===== config.mk =====
export PLATFORM = sky130hd
export DESIGN_NAME = store_unit
export DESIGN_NICKNAME = d
export VERILOG_FILES = /design/src/rtl/store_unit_pkg.sv /design/src/rtl/store_align.sv /design/src/rtl/store_unit.sv
export SDC_FILE = /design/constraint.sdc
export NUM_CORES = 1
export LEC_CHECK = 0
export BUFFER_PORTS_ARGS = -buffer_cell sky130_fd_sc_hd__buf_2
export CAP_MARGIN = 15
export CORE_MARGIN = 3
export CORE_UTILIZATION = 45
export DETAILED_ROUTE_END_ITERATION = 6
export GPL_TIMING_DRIVEN = 0
export MAX_ROUTING_LAYER = met4
export PLACE_DENSITY = 0.68
export SLEW_MARGIN = 10
export SYNTH_ARGS = -nofsm -noshare
export SYNTH_HDL_FRONTEND = slang
export SYNTH_SLANG_ARGS = --single-unit

===== constraint.sdc =====
create_clock -name clk -period 2.21 [get_ports clk]
set_input_delay 0.1105 -clock clk [delete_from_list [all_inputs] [get_ports clk]]
set_output_delay 0.1105 -clock clk [all_outputs]
set_load 0.01 [all_outputs]

===== src/rtl/store_unit_pkg.sv =====
// rtl/store_unit_pkg.sv - shared load/store type codes and helpers for the MEM stage
package store_unit_pkg;

    localparam logic [2:0] LB  = 3'b000;
    localparam logic [2:0] LH  = 3'b001;
    localparam logic [2:0] LW  = 3'b010;
    localparam logic [2:0] LBU = 3'b100;
    localparam logic [2:0] LHU = 3'b101;

    localparam logic [2:0] SB  = 3'b000;
    localparam logic [2:0] SH  = 3'b001;
    localparam logic [2:0] SW  = 3'b010;

    function automatic logic is_store_type(input logic [2:0] t);
        return (t == SB) || (t == SH) || (t == SW);
    endfunction

endpackage


===== src/rtl/store_align.sv =====
// rtl/store_align.sv - maps a store (type, byte offset, data) onto two words of lanes
module store_align
    import store_unit_pkg::*;
(
    input  logic [2:0]  store_type,
    input  logic [1:0]  off,
    input  logic [31:0] data,
    output logic [63:0] data64,
    output logic [7:0]  strb8,
    output logic        need_beat1
);

    logic [31:0] base_data;
    logic [3:0]  base_strb;

    always_comb begin
        base_data = 32'd0;
        base_strb = 4'b0000;
        case (store_type)
            SB: begin
                base_data = {24'd0, data[7:0]};
                base_strb = 4'b0001;
            end
            SH: begin
                base_data = {16'd0, data[15:0]};
                base_strb = 4'b0011;
            end
            SW: begin
                base_data = data;
                base_strb = 4'b1111;
            end
            default: ;
        endcase
    end

    // Upper word catches lanes that spill past the end of the addressed word.
    assign data64     = {32'd0, base_data} << {off, 3'b000};
    assign strb8      = {4'b0000, base_strb} << off;
    assign need_beat1 = |strb8[7:4];

endmodule


===== src/rtl/store_unit.sv =====
// rtl/store_unit.sv - store path: lane-aligns stores and issues one or two word write beats
module store_unit
    import store_unit_pkg::*;
#(
    parameter int ALLOW_MISALIGNED = 1
) (
    input  logic        clk,
    input  logic        rst,
    input  logic        st_valid,
    output logic        st_ready,
    input  logic [2:0]  store_type,
    input  logic [31:0] st_addr,
    input  logic [31:0] st_data,
    output logic        mem_req,
    output logic [31:0] mem_addr,
    output logic [31:0] mem_wdata,
    output logic [3:0]  mem_wstrb,
    input  logic        mem_ack,
    output logic        st_done,
    output logic        st_misalign
);

    typedef enum logic [1:0] {
        S_IDLE  = 2'd0,
        S_BEAT0 = 2'd1,
        S_BEAT1 = 2'd2,
        S_DONE  = 2'd3
    } state_t;

    state_t      state;
    logic [63:0] data64;
    logic [7:0]  strb8;
    logic        need_beat1;

    logic        b1_pending;
    logic [31:0] b1_addr;
    logic [31:0] b1_wdata;
    logic [3:0]  b1_wstrb;

    store_align u_align (
        .store_type (store_type),
        .off        (st_addr[1:0]),
        .data       (st_data),
        .data64     (data64),
        .strb8      (strb8),
        .need_beat1 (need_beat1)
    );

    always_ff @(posedge clk) begin
        if (rst) begin
            state       <= S_IDLE;
            st_ready    <= 1'b1;
            mem_req     <= 1'b0;
            mem_addr    <= 32'd0;
            mem_wdata   <= 32'd0;
            mem_wstrb   <= 4'b0000;
            st_done     <= 1'b0;
            st_misalign <= 1'b0;
            b1_pending  <= 1'b0;
            b1_addr     <= 32'd0;
            b1_wdata    <= 32'd0;
            b1_wstrb    <= 4'b0000;
        end else begin
            case (state)
                S_IDLE: begin
                    if (st_valid) begin
                        st_ready <= 1'b0;
                        if (!is_store_type(store_type)) begin
                            state   <= S_DONE;
                            st_done <= 1'b1;
                        end else if (need_beat1 && (ALLOW_MISALIGNED == 0)) begin
                            state       <= S_DONE;
                            st_done     <= 1'b1;
                            st_misalign <= 1'b1;
                        end else begin
                            state      <= S_BEAT0;
                            mem_req    <= 1'b1;
                            mem_addr   <= {st_addr[31:2], 2'b00};
                            mem_wdata  <= data64[31:0];
                            mem_wstrb  <= strb8[3:0];
                            // Second-beat fields are captured now so inputs may change freely.
                            b1_pending <= need_beat1;
                            b1_addr    <= {st_addr[31:2], 2'b00} + 32'd4;
                            b1_wdata   <= data64[63:32];
                            b1_wstrb   <= strb8[7:4];
                        end
                    end
                end
                S_BEAT0: begin
                    if (mem_ack) begin
                        if (b1_pending) begin
                            state     <= S_BEAT1;
                            mem_addr  <= b1_addr;
                            mem_wdata <= b1_wdata;
                            mem_wstrb <= b1_wstrb;
                        end else begin
                            state     <= S_DONE;
                            st_done   <= 1'b1;
                            mem_req   <= 1'b0;
                            mem_addr  <= 32'd0;
                            mem_wdata <= 32'd0;
                            mem_wstrb <= 4'b0000;
                        end
                    end
                end
                S_BEAT1: begin
                    if (mem_ack) begin
                        state     <= S_DONE;
                        st_done   <= 1'b1;
                        mem_req   <= 1'b0;
                        mem_addr  <= 32'd0;
                        mem_wdata <= 32'd0;
                        mem_wstrb <= 4'b0000;
                    end
                end
                default: begin
                    state       <= S_IDLE;
                    st_ready    <= 1'b1;
                    st_done     <= 1'b0;
                    st_misalign <= 1'b0;
                    b1_pending  <= 1'b0;
                end
            endcase
        end
    end

endmodule

==> results of run 1 <==
-- registers in the layout (all words and copies together) (netlist names) --
register    cells
b1_addr        30
b1_pending      1
b1_wdata       24
b1_wstrb        3
mem_addr       30
mem_req         1
mem_wdata      32
mem_wstrb       4
st_done         1
st_ready        1
state           2
-- cells in the mapped netlist (7+ instances only) --
cell type	instances	share of area
sky130_fd_sc_hd__mux2i_1	9	0.014
sky130_fd_sc_hd__a31oi_1	15	0.014
sky130_fd_sc_hd__mux2_2	8	0.014
sky130_fd_sc_hd__a311oi_1	14	0.019
sky130_fd_sc_hd__or2_2	11	0.010
sky130_fd_sc_hd__nor4_1	8	0.0076
sky130_fd_sc_hd__inv_1	9	0.0051
sky130_fd_sc_hd__xnor2_1	7	0.0093
sky130_fd_sc_hd__a21oi_1	99	0.075
sky130_fd_sc_hd__a32o_1	15	0.023
sky130_fd_sc_hd__dfxtp_1	129	0.39
sky130_fd_sc_hd__o2bb2ai_1	10	0.013
sky130_fd_sc_hd__o21ai_0	21	0.016
sky130_fd_sc_hd__a32oi_1	17	0.023
sky130_fd_sc_hd__o31ai_1	10	0.011
sky130_fd_sc_hd__buf_2	7	0.0053
sky130_fd_sc_hd__o31a_1	7	0.0093
sky130_fd_sc_hd__a211oi_1	77	0.088
sky130_fd_sc_hd__nor2_1	58	0.033
sky130_fd_sc_hd__nand4_1	8	0.0076
sky130_fd_sc_hd__nand2_1	25	0.014
sky130_fd_sc_hd__or4_1	12	0.014
sky130_fd_sc_hd__nand3_1	11	0.0084
sky130_fd_sc_hd__nor2b_1	27	0.026
sky130_fd_sc_hd__nor3_1	8	0.0061
sky130_fd_sc_hd__clkbuf_1	65	0.037
sky130_fd_sc_hd__a22oi_1	18	0.020
-- layout make-up --
class                      instances  share of cell area
multi-input combinational        557               0.445
sequential                       129               0.311
timing repair buffer             148              0.0971
clock buffer                      19              0.0534
buffer                            81              0.0455
tap                              180              0.0271
clock inverter                    13              0.0164
inverter                          10             0.00452
-- cell families (layout without fill, tap and decap cells) --
group	count (synthesis)	count (layout)	share of synthesized area
other cells	1	3	0.000569
compound gates	322	322	0.335
buf+inv	92	271	0.0577
fa+ha+maj	5	5	0.00949
simple gates	200	200	0.165
flops	129	129	0.392
mux	17	17	0.0273
xor+xnor	10	10	0.0133
-- repair_timing --
action | in CTS | in global routing
setup buffers | 1 | 0
cloned | 0 | 0
gates resized for setup | 28 | 13
pin swaps | 1 | 0
endpoints found under the hold margin | 10 | 0
setup endpoints to repair | 105 | 97
hold buffers | 10 | 0
-- path summary, 6_finish.rpt --
check	depth (start not counted)	from	slack, ns	endpoint
worst min-delay path	3	st_addr[22]	0.01	b1_addr[22]$_SDFFE_PP0P_
worst max register to register	8	state[1]$_SDFFE_PP0P_	0.08	mem_addr[30]$_SDFFE_PP0P_
worst max-delay path	8	state[1]$_SDFFE_PP0P_	0.08	mem_addr[30]$_SDFFE_PP0P_
worst min register to register	2	b1_wstrb[0]$_SDFFE_PP0P_	0.46	b1_wstrb[0]$_SDFFE_PP0P_
-- routing by layer --
| layer | wire [um] | vias to the layer above |
|---|---|---|
| met5 | 0 | - |
| met4 | 296 | 0 |
| met3 | 2160 | 25 |
| met2 | 10200 | 374 |
| met1 | 10500 | 3356 |
| li1 | - | 3316 |
-- through the flow --
stage / total power, uW / utilization / area, um2
finish: 10900 / 0.589 / 8300
global placement: 7830 / 0.533 / 7510
global route: 11500 / 0.589 / 8300
CTS: 10800 / 0.586 / 8270
detailed placement: 7870 / 0.533 / 7520
floorplan: 6250 / - / 6600
-- critical path, cell delays in order (launching register included) --
cell	delay, ns
sky130_fd_sc_hd__dfxtp_1	0.36
sky130_fd_sc_hd__inv_1	0.11
sky130_fd_sc_hd__ha_4	0.24
sky130_fd_sc_hd__mux2_4	0.34
sky130_fd_sc_hd__and2_1	0.17
sky130_fd_sc_hd__clkbuf_1	0.16
sky130_fd_sc_hd__buf_4	0.22
sky130_fd_sc_hd__buf_4	0.19
sky130_fd_sc_hd__a211oi_1	0.25
-- power groups by stage --
stage / combinational (uW) / clock (uW) / sequential (uW)
2_1_floorplan: 2700 / 0 / 3560
3_3_place_gp: 4450 / 0 / 3370
3_5_place_dp: 4500 / 0 / 3370
4_1_cts: 4650 / 2810 / 3330
5_1_grt: 5190 / 2920 / 3410
6_report: 4780 / 2800 / 3340
==> insert_results.sql, run 1 <==
INSERT INTO impl_metrics (metric_group, metric, value, unit) VALUES
('power_and_ir_drop', 'clockPowerShare', '0.256', ''),
('global_routing', 'antenna_found_initial', '0', ''),
('power_and_ir_drop', 'vdd_drop_max', '0.000846', 'V'),
('clock_network', 'clock_tree.buffer_depth', '2', ''),
('worst_setup_path', 'critPathRequiredTime', '2.54', 'ns'),
('placement', 'placed_insts', '1095', ''),
('global_routing', 'grt_start_max_net_pins', '17', ''),
('die', 'die_height', '127', 'um'),
('sta', 'totalNegativeSetupSlack', '0', 'ns'),
('die', 'ios', '143', ''),
('synthesis', 'postSynth.asyncResetShare', '0', ''),
('sta', 'fmax', '0.469', 'GHz'),
('power_and_ir_drop', 'part_of_the_total_power_dissipated_in_sequential_elements', '0.306', ''),
('clock_network', 'clkSlewWorstSetupHoldPaths', '0.06', 'ns'),
('global_routing', 'met1_global_route_usage', '0.412', ''),
('worst_setup_path', 'worst_setup_end_kind', 'register', ''),
('sta', 'timing.hold.ws', '0.0102', 'ns'),
('placement', 'place_worst_setup_slack', '-0.380', 'ns'),
('global_routing', 'grt_first_pass_wirelength', '36400', 'um'),
('flow_run', 'maxCapViolations', '0', ''),
('synthesis', 'synth-edff-count', '0', ''),
('finish', 'areaGrowthSynthToFinish', '25.9', '%'),
('detailed_routing', 'initialDrtViolationCount', '782', ''),
('worst_hold_path', 'min-delay-path-class', 'in -> reg', ''),
('finish', 'regArea', '2580', 'um2'),
('global_routing', 'met2_layer_usage_reported_by_global_route', '0.422', ''),
('worst_setup_path', 'critPathMaxFanout', '10', ''),
('global_routing', 'globalRouteMet3Util', '0.0727', ''),
('sta', 'timing_worst_slew_pin_value', '0.818', 'ns'),
('synthesis', 'seq_area_frac_synth', '0.392', ''),
('sta', 'finalWorstSetupSlack', '0.0784', 'ns'),
('power_and_ir_drop', 'power_switching', '4450', 'uW'),
('synthesis', 'synth_ff_type', 'sky130_fd_sc_hd__dfxtp_1', ''),
('global_routing', 'globalRoute.totalOverflow', '0', ''),
('placement', 'gp_congestion', '0.930', ''),
('finish', 'final_cells', '1137', ''),
('sta', 'final_clock_skew', '0.00909', 'ns'),
('sta', 'finalSetupViolations', '0', ''),
('worst_setup_path', 'arrival', '2.46', 'ns'),
('die', 'die_w', '127', 'um'),
('synthesis', 'syn-mean-instance-area', '8.50', 'um2'),
('synthesis', 'synth.ff_latch_count', '129', ''),
('finish', 'multi_input_area', '3690', 'um2'),
('detailed_routing', 'drc', '1', ''),
('synthesis', 'synth.lib_cells_used.distinct', '57', ''),
('clock_network', 'clk-insertion-delay-late', '0.43', 'ns'),
('status', 'failed_checks', 'design-rule violations', ''),
('global_routing', 'gr-max-usage-layer', 'met2', ''),
('die', 'start_util', '0.468', ''),
('sta', 'slew_violations', '0', ''),
('detailed_routing', 'postRouteWirelength', '23100', 'um'),
('placement', 'dp.final_hpwl', '16900', 'um'),
('clock_network', 'numCtsBuffers', '17', ''),
('finish', 'layout.cells.most_common', 'sky130_fd_sc_hd__buf_2', ''),
('power_and_ir_drop', 'switching_share', '0.407', ''),
('detailed_routing', 'route.antenna.remaining_nets', '0', ''),
('die', 'fp-row-count', '43', ''),
('finish', 'layout-drive-gt1-share', '0.248', ''),
('status', 'outcome', 'complete, but fails checks', ''),
('placement', 'place.port_buffers', '137', ''),
('sta', 'rsz0062_at_grt', 'false', ''),
('clock_network', 'htree_num_levels', '4', ''),
('global_routing', 'vias_in_the_first_global_route', '6615', ''),
('power_and_ir_drop', 'power.combinational.fraction', '0.438', ''),
('power_and_ir_drop', 'power_per_cell_area', '1320', 'nW/um2'),
('power_and_ir_drop', 'power.leakage', '0.00314', 'uW'),
('global_routing', 'gr-usage-all-layers', '0.292', ''),
('synthesis', 'netlist_area', '6590', 'um2'),
('clock_network', 'cts_tree', 'built', ''),
('sta', 'timing.final.crit_share', '0.965', ''),
('worst_setup_path', 'timing_worst_setup_path_type', 'reg -> reg', '');
Note: power is estimated with default switching activity, not from simulation.
==> run 2, diff against run 1 <==
==> constraint.sdc (replaced) <==
create_clock -name clk -period 2.48 [get_ports clk]
set_input_delay 0.124 -clock clk [delete_from_list [all_inputs] [get_ports clk]]
set_output_delay 0.124 -clock clk [all_outputs]
set_load 0.01 [all_outputs]
==> run 2 against run 1 <==
The run now ends clean; global-route usage fell by 0.064 points; clock power fell by 11%; sequential share of layout area rose by 0.35 points; non-clock buffer count fell by 4; first-iteration DRC count rose by 6.1%; clock-buffer cell count did not move.
==> insert_results.sql, run 2 (synthesis gave the netlist of run 1 again) <==
INSERT INTO impl_metrics (metric_group, metric, value, unit) VALUES
('status', 'outcome', 'complete, no violations', ''),
('detailed_routing', 'postRouteWirelength', '23200', 'um'),
('power_and_ir_drop', 'switching_share', '0.410', ''),
('detailed_routing', 'via_per_inst', '6.20', ''),
('finish', 'layout-drive-gt1-share', '0.236', ''),
('power_and_ir_drop', 'power.combinational.fraction', '0.431', ''),
('clock_network', 'postCtsSetupRepairBufs', '0', ''),
('global_routing', 'vias_in_the_first_global_route', '6570', ''),
('die', 'die_height', '127', 'um'),
('placement', 'place.port_buffers', '137', ''),
('placement', 'detailed_place.area', '7520', 'um2'),
('placement', 'gp_congestion', '0.930', ''),
('sta', 'final_clock_skew', '0.00927', 'ns'),
('die', 'ios', '143', ''),
('clock_network', 'cts_root_buffer', 'sky130_fd_sc_hd__clkbuf_16', ''),
('finish', 'regArea', '2580', 'um2'),
('power_and_ir_drop', 'clockPowerShare', '0.259', ''),
('die', 'die_w', '127', 'um'),
('detailed_routing', 'route.detailed.wl_per_inst', '20.4', 'um'),
('detailed_routing', 'drc', '0', ''),
('sta', 'relSlewSlack', '0.437', ''),
('power_and_ir_drop', 'power.leakage', '0.00309', 'uW'),
('placement', 'dp.final_hpwl', '16900', 'um'),
('finish', 'largest-register', 'mem_wdata', ''),
('clock_network', 'clk-insertion-delay-late', '0.43', 'ns'),
('sta', 'finalWorstSetupSlack', '0.121', 'ns'),
('power_and_ir_drop', 'part_of_the_total_power_dissipated_in_sequential_elements', '0.311', ''),
('power_and_ir_drop', 'power_switching', '3930', 'uW'),
('power_and_ir_drop', 'vdd_drop_max', '0.000729', 'V'),
('worst_hold_path', 'min-delay-path-class', 'in -> reg', ''),
('finish', 'postLayoutCellArea', '8200', 'um2'),
('power_and_ir_drop', 'power_per_cell_area', '1170', 'nW/um2'),
('finish', 'reg.largest.list', 'mem_wdata (32), b1_addr (30), mem_addr (30)', ''),
('finish', 'final_nets', '1016', ''),
('global_routing', 'antenna_found_initial', '0', ''),
('die', 'fp-row-count', '43', ''),
('global_routing', 'grt_start_max_net_pins', '17', ''),
('sta', 'finalSetupViolations', '0', ''),
('sta', 'timing.final.crit_share', '0.951', ''),
('worst_setup_path', 'arrival', '2.69', 'ns'),
('clock_network', 'htree_num_levels', '4', ''),
('finish', 'most_frequent_cells_in_the_layout', 'sky130_fd_sc_hd__buf_2 (144), sky130_fd_sc_hd__dfxtp_1 (129), sky130_fd_sc_hd__a21oi_1 (98)', ''),
('die', 'die_area', '16100', 'um2'),
('clock_network', 'clkSlewWorstSetupHoldPaths', '0.06', 'ns'),
('finish', 'multi_input_area', '3660', 'um2'),
('sta', 'timing_worst_slew_pin_value', '0.837', 'ns'),
('clock_network', 'cts_tree', 'built', ''),
('flow_run', 'maxCapViolations', '0', ''),
('finish', 'layout.cells.most_common', 'sky130_fd_sc_hd__buf_2', ''),
('clock_network', 'numCtsBuffers', '17', ''),
('placement', 'place_worst_setup_slack', '-0.110', 'ns'),
('global_routing', 'globalRoute.totalOverflow', '0', ''),
('sta', 'slew_violations', '0', ''),
('detailed_routing', 'initialDrtViolationCount', '830', ''),
('global_routing', 'gr-usage-all-layers', '0.291', ''),
('finish', 'largest_register_ff_count', '32', ''),
('clock_network', 'cts.sinks', '129', ''),
('worst_setup_path', 'critPathMaxFanout', '10', ''),
('power_and_ir_drop', 'internal-power', '5660', 'uW'),
('worst_setup_path', 'critical_path.startpoint_type', 'input pin', ''),
('sta', 'final_critical_period', '2.36', 'ns'),
('clock_network', 'clock_tree.buffer_depth', '2', ''),
('detailed_routing', 'via_count', '7029', ''),
('finish', 'fillers', '1354', ''),
('sta', 'fmax', '0.424', 'GHz'),
('worst_setup_path', 'timing_worst_setup_path_type', 'in -> reg', ''),
('global_routing', 'grt_first_pass_wirelength', '36300', 'um'),
('sta', 'rsz0062_at_grt', 'false', ''),
('sta', 'timing.final.hold_violations', '0', ''),
('worst_setup_path', 'critPathRequiredTime', '2.81', 'ns'),
('power_and_ir_drop', 'post-layout-total-power', '9590', 'uW'),
('die', 'placeableCoreArea', '14100', 'um2'),
('detailed_routing', 'route.antenna.remaining_nets', '0', ''),
('finish', 'antenna-diode-count', '0', ''),
('die', 'start_util', '0.468', ''),
('finish', 'areaGrowthSynthToFinish', '24.4', '%'),
('detailed_routing', 'firstDrtPassIters', '5', ''),
('worst_setup_path', 'worst_setup_end_kind', 'register', '');
==> run 2: power groups by stage <==
stage	Sequential [uW]	Clock, uW	Combinational, uW
after floorplan	3170	0	2400
after global placement	3010	0	3970
after detailed placement	3010	0	4010
after CTS	2970	2510	4050
after global routing	3040	2610	4490
final	2980	2480	4130
==> run 2: metrics by stage <==
stage	setup TNS, ns	hold WS, ns	std cells	util
final	0	0.0158	1133	0.582
after global routing	0	0.0212	1133	0.582
after CTS	0	0.00666	1134	0.580
after detailed placement	-2.22	0.422	1095	0.533
after global placement	-2.30	0.415	1095	0.533
after floorplan	0	0.220	778	-
==> run 2: what timing repair did <==
| item | 4_1_cts | 5_1_grt |
|---|---|---|
| endpoints found under the hold margin | 7 | 0 |
| gates cloned | 0 | 0 |
| resized for setup | 8 | 23 |
| hold buffers | 7 | 0 |
| setup endpoints to repair | 52 | 84 |
==> run 2: area by class of cell <==
type | instances | share of cell area
clock inverters | 13 | 0.0166
repair buffers | 144 | 0.0921
well taps | 180 | 0.0275
multi-input cells | 557 | 0.446
flip-flops and latches | 129 | 0.315
plain buffers | 81 | 0.0441
clock buffers | 19 | 0.0540
inverters | 10 | 0.00458
==> run 2: worst paths after layout <==
check                                               from                   endpoint  slack, ns  cells past startpoint
worst min-delay path                         st_data[30]  b1_wdata[22]$_SDFFE_PP0P_       0.02                      3
worst max-delay path                          st_addr[2]   b1_addr[24]$_SDFFE_PP0P_       0.12                      8
worst max register to register     state[0]$_SDFFE_PP0P_  mem_wdata[7]$_SDFFE_PP0P_       0.13                      7
worst min register to register  b1_wstrb[0]$_SDFFE_PP0P_   b1_wstrb[0]$_SDFFE_PP0P_       0.47                      2
==> run 2: routing by layer <==
| metal | GRT usage | share of wire | vias to the layer above |
|---|---|---|---|
| met4 | 0.0688 | 0.017 | 0 |
| met5 | - | 0 | - |
| met2 | 0.421 | 0.43 | 357 |
| met1 | 0.412 | 0.46 | 3332 |
| met3 | 0.0719 | 0.091 | 38 |
| li1 | - | - | 3302 |
==> run 2: worst max-delay path: stages <==
cell	delay [ns]
sky130_fd_sc_hd__dlygate4sd3_1	0.52
sky130_fd_sc_hd__buf_2	0.18
sky130_fd_sc_hd__ha_1	0.22
sky130_fd_sc_hd__nand2_1	0.14
sky130_fd_sc_hd__or4_4	0.59
sky130_fd_sc_hd__buf_2	0.22
sky130_fd_sc_hd__or4_1	0.42
sky130_fd_sc_hd__a311oi_1	0.27
==> run 3, diff against run 2 <==
--- a/config.mk
+++ b/config.mk
@@ -5,14 +5,14 @@
 export SDC_FILE = /design/constraint.sdc
 export NUM_CORES = 1
 export LEC_CHECK = 0
-export BUFFER_PORTS_ARGS = -buffer_cell sky130_fd_sc_hd__buf_2
 export CAP_MARGIN = 15
 export CORE_MARGIN = 3
-export CORE_UTILIZATION = 45
+export CORE_UTILIZATION = 59
 export DETAILED_ROUTE_END_ITERATION = 6
+export DONT_BUFFER_PORTS = 1
 export GPL_TIMING_DRIVEN = 0
 export MAX_ROUTING_LAYER = met4
-export PLACE_DENSITY = 0.68
+export PLACE_DENSITY = 0.75
 export SLEW_MARGIN = 10
 export SYNTH_ARGS = -nofsm -noshare
 export SYNTH_HDL_FRONTEND = slang
==> run 3 against run 2 <==
The run now ends with negative hold slack left; global-route usage rose by 12 points; setup slack got worse by 0.00097 ns; sequential cell count did not move; final cell count fell by 10%; clock skew fell by 0.0035 ns; clock-buffer cell count fell by 2; sequential share of layout area rose by 0.26 points.
==> insert_results.sql, run 3 (synthesis gave the netlist of run 1 again) <==
INSERT INTO impl_metrics (metric_group, metric, value, unit) VALUES
('finish', 'antenna-diode-count', '0', ''),
('sta', 'finalSetupViolations', '0', ''),
('sta', 'final_critical_period', '2.36', 'ns'),
('worst_setup_path', 'worst_setup_end_kind', 'register', ''),
('sta', 'timing.hold.ws', '-0.00102', 'ns'),
('worst_setup_path', 'cp.depth', '8', ''),
('detailed_routing', 'drc', '0', ''),
('worst_setup_path', 'critPathMaxFanout', '10', ''),
('power_and_ir_drop', 'vdd_drop_max', '0.00114', 'V'),
('worst_setup_path', 'register_to_register_setup_slack', '0.13', 'ns'),
('worst_setup_path', 'arrival', '2.78', 'ns'),
('clock_network', 'cts_root_buffer', 'sky130_fd_sc_hd__clkbuf_8', ''),
('detailed_routing', 'route.antenna.remaining_nets', '0', ''),
('die', 'ios', '143', ''),
('sta', 'timing.final.crit_share', '0.952', ''),
('global_routing', 'grt_first_pass_wirelength', '39200', 'um'),
('global_routing', 'globalRoute.totalOverflow', '0', ''),
('power_and_ir_drop', 'power_switching', '4000', 'uW'),
('worst_setup_path', 'critical_path.reg2reg.endpoint', 'mem_addr[30]$_SDFFE_PP0P_', ''),
('clock_network', 'postCtsSetupRepairBufs', '0', ''),
('finish', 'areaGrowthSynthToFinish', '23.4', '%'),
('die', 'placeableCoreArea', '10600', 'um2'),
('finish', 'most_frequent_cells_in_the_layout', 'sky130_fd_sc_hd__dfxtp_1 (129), sky130_fd_sc_hd__a21oi_1 (98), sky130_fd_sc_hd__a211oi_1 (77)', ''),
('die', 'start_util', '0.622', ''),
('worst_setup_path', 'critical_path.startpoint_type', 'input pin', ''),
('worst_setup_path', 'critical_path_buf_inv_count', '4', ''),
('finish', 'postLayoutCellArea', '8130', 'um2'),
('placement', 'placed_insts', '914', ''),
('worst_hold_path', 'hold_end', 'b1_wdata[1]$_SDFFE_PP0P_', ''),
('finish', 'reg.largest.list', 'mem_wdata (32), b1_addr (30), mem_addr (30)', ''),
('sta', 'timing_worst_slew_pin_value', '1.01', 'ns'),
('worst_setup_path', 'timing.critical_path.cells', 'dlygate4sd3_1 -> nand2_1 -> or2_2 -> clkbuf_1 -> clkbuf_1 -> o31ai_1 -> dlygate4sd3_1 -> a31oi_1', ''),
('power_and_ir_drop', 'power.combinational.fraction', '0.385', ''),
('placement', 'dp.final_hpwl', '16400', 'um'),
('finish', 'final_cells', '1018', ''),
('finish', 'final_nets', '945', ''),
('clock_network', 'clkSlewWorstSetupHoldPaths', '0.06', 'ns'),
('detailed_routing', 'postRouteWirelength', '25300', 'um'),
('clock_network', 'clock_tree.buffer_depth', '2', ''),
('sta', 'timing.final.hold_violations', '1', ''),
('worst_setup_path', 'worstRegToRegCells', '6', ''),
('die', 'die_w', '112', 'um'),
('power_and_ir_drop', 'power.leakage', '0.00276', 'uW'),
('power_and_ir_drop', 'part_of_the_total_power_dissipated_in_sequential_elements', '0.352', ''),
('die', 'die_area', '12500', 'um2'),
('power_and_ir_drop', 'internal-power', '5360', 'uW'),
('status', 'failed_checks', 'negative hold slack', ''),
('flow_run', 'maxCapViolations', '0', ''),
('worst_setup_path', 'cpMaxStageDelayCell', 'sky130_fd_sc_hd__dlygate4sd3_1', ''),
('sta', 'final_clock_skew', '0.00580', 'ns'),
('detailed_routing', 'initialDrtViolationCount', '1156', ''),
('placement', 'detailed_place.area', '6770', 'um2'),
('worst_setup_path', 'cpPeakStageDelay', '0.71', 'ns'),
('clock_network', 'cts_tree', 'built', ''),
('power_and_ir_drop', 'clockPowerShare', '0.263', ''),
('finish', 'largest_register_ff_count', '32', ''),
('clock_network', 'cts.sinks', '129', ''),
('power_and_ir_drop', 'power_per_cell_area', '1150', 'nW/um2'),
('clock_network', 'numCtsBuffers', '17', ''),
('worst_setup_path', 'critical_path.top_delay_family', 'buffers and inverters', ''),
('power_and_ir_drop', 'switching_share', '0.427', ''),
('global_routing', 'vias_in_the_first_global_route', '7138', ''),
('detailed_routing', 'via_per_inst', '7.09', ''),
('detailed_routing', 'via_count', '7218', ''),
('clock_network', 'clk-insertion-delay-late', '0.54', 'ns'),
('sta', 'relSlewSlack', '0.320', ''),
('die', 'fp-row-count', '37', ''),
('status', 'outcome', 'complete, but fails checks', ''),
('global_routing', 'gr-usage-all-layers', '0.413', ''),
('clock_network', 'htree_num_levels', '4', ''),
('detailed_routing', 'route.detailed.wl_per_inst', '24.9', 'um'),
('worst_hold_path', 'hp-start', 'store_type[2]', ''),
('worst_hold_path', 'min-delay-path-class', 'in -> reg', ''),
('worst_setup_path', 'r2r_start', 'state[0]$_SDFFE_PP0P_', ''),
('worst_hold_path', 'worst_hold_path.num_cells', '3', ''),
('finish', 'layout.cells.most_common', 'sky130_fd_sc_hd__dfxtp_1', ''),
('detailed_routing', 'firstDrtPassIters', '6', ''),
('sta', 'rsz0062_at_grt', 'false', ''),
('worst_setup_path', 'critPathRequiredTime', '2.90', 'ns'),
('sta', 'fmax', '0.424', 'GHz'),
('finish', 'layout-drive-gt1-share', '0.105', ''),
('global_routing', 'grt_start_max_net_pins', '17', ''),
('placement', 'place.port_buffers', '0', ''),
('sta', 'slew_violations', '0', ''),
('worst_setup_path', 'timing_worst_setup_path_type', 'in -> reg', ''),
('global_routing', 'antenna_found_initial', '0', ''),
('die', 'die_height', '112', 'um'),
('finish', 'largest-register', 'mem_wdata', ''),
('placement', 'gp_congestion', '1.02', '');
## run 3: cell types whose count changed in the layout (fill, tap and decap cells not counted), sizes merged
cell,previous run,this run
buf,153,16
clkbuf,84,82
clkinvlp,4,3
dlygate4sd3,7,71
dlymetal6s4s,0,1
inv,11,14
nor3b,1,2
## run 3: worst max path at each step
stage / startpoint / end / slack, ns
2_1_floorplan: state[0]$_SDFFE_PP0P_ / mem_wdata[0]$_SDFFE_PP0P_ / 0.51
3_3_place_gp: state[0]$_SDFFE_PP0P_ / mem_wstrb[3]$_SDFFE_PP0P_ / -0.08
3_5_place_dp: state[0]$_SDFFE_PP0P_ / mem_wdata[3]$_SDFFE_PP0P_ / -0.13
4_1_cts: state[0]$_SDFFE_PP0P_ / b1_addr[10]$_SDFFE_PP0P_ / 0.008
5_1_grt: state[0]$_SDFFE_PP0P_ / mem_wdata[1]$_SDFFE_PP0P_ / 0.01
6_report: st_addr[14] / b1_addr[27]$_SDFFE_PP0P_ / 0.12
## run 3: per-layer routing
| metal | part of all wire | wire, um | global-route usage |
|---|---|---|---|
| met5 | 0 | 0 | - |
| met4 | 0.036 | 904 | 0.175 |
| met3 | 0.13 | 3320 | 0.111 |
| met2 | 0.45 | 11400 | 0.637 |
| met1 | 0.38 | 9630 | 0.511 |
## run 3: cell type report
type | count | area (um2)
Multi-Input combinational cell | 558 | 3680
Clock inverter | 15 | 159
Timing Repair Buffer | 72 | 723
Tap cell | 136 | 170
Buffer | 81 | 364
Sequential cell | 129 | 2580
Inverter | 10 | 37.5
Clock buffer | 17 | 414
Fill cell | 756 | 2470
## run 3: metrics by stage
| step | hold WS [ns] | setup slack, ns | total power [uW] | util | TNS (ns) |
|---|---|---|---|---|---|
| 3_3_place_gp | 0.222 | -0.0785 | 6420 | 0.639 | -0.405 |
| 5_1_grt | 0.0195 | 0.0104 | 9800 | 0.767 | 0 |
| 2_1_floorplan | 0.220 | 0.506 | 5570 | - | 0 |
| 6_report | -0.00102 | 0.120 | 9360 | 0.767 | 0 |
| 3_5_place_dp | 0.233 | -0.131 | 6550 | 0.639 | -2.18 |
| 4_1_cts | 0.00210 | 0.00810 | 9140 | 0.763 | 0 |
## run 3: repair_timing
item                                    CTS  global route
resized for setup                        10            28
endpoints found under the setup margin   43            88
pin swaps                                 0             1
hold buffers                             72             0
gates cloned                              0             1
endpoints found under the hold margin   101             0
## run 3: power by group through the flow
stage               Sequential [uW]  Combinational, uW  Clock, uW
finish                         3300               3600       2460
global route                   3350               3900       2550
CTS                            3280               3410       2450
detailed placement             3320               3230          0
global placement               3300               3120          0
floorplan                      3170               2400          0
## run 3: worst reg2reg max path, cell delays in order, from the launching register on
cell	delay [ns]
sky130_fd_sc_hd__dfxtp_1	0.40
sky130_fd_sc_hd__inv_1	0.09
sky130_fd_sc_hd__ha_1	0.36
sky130_fd_sc_hd__clkbuf_2	0.34
sky130_fd_sc_hd__clkbuf_1	0.55
sky130_fd_sc_hd__a2bb2oi_1	0.33
sky130_fd_sc_hd__a211oi_1	0.13
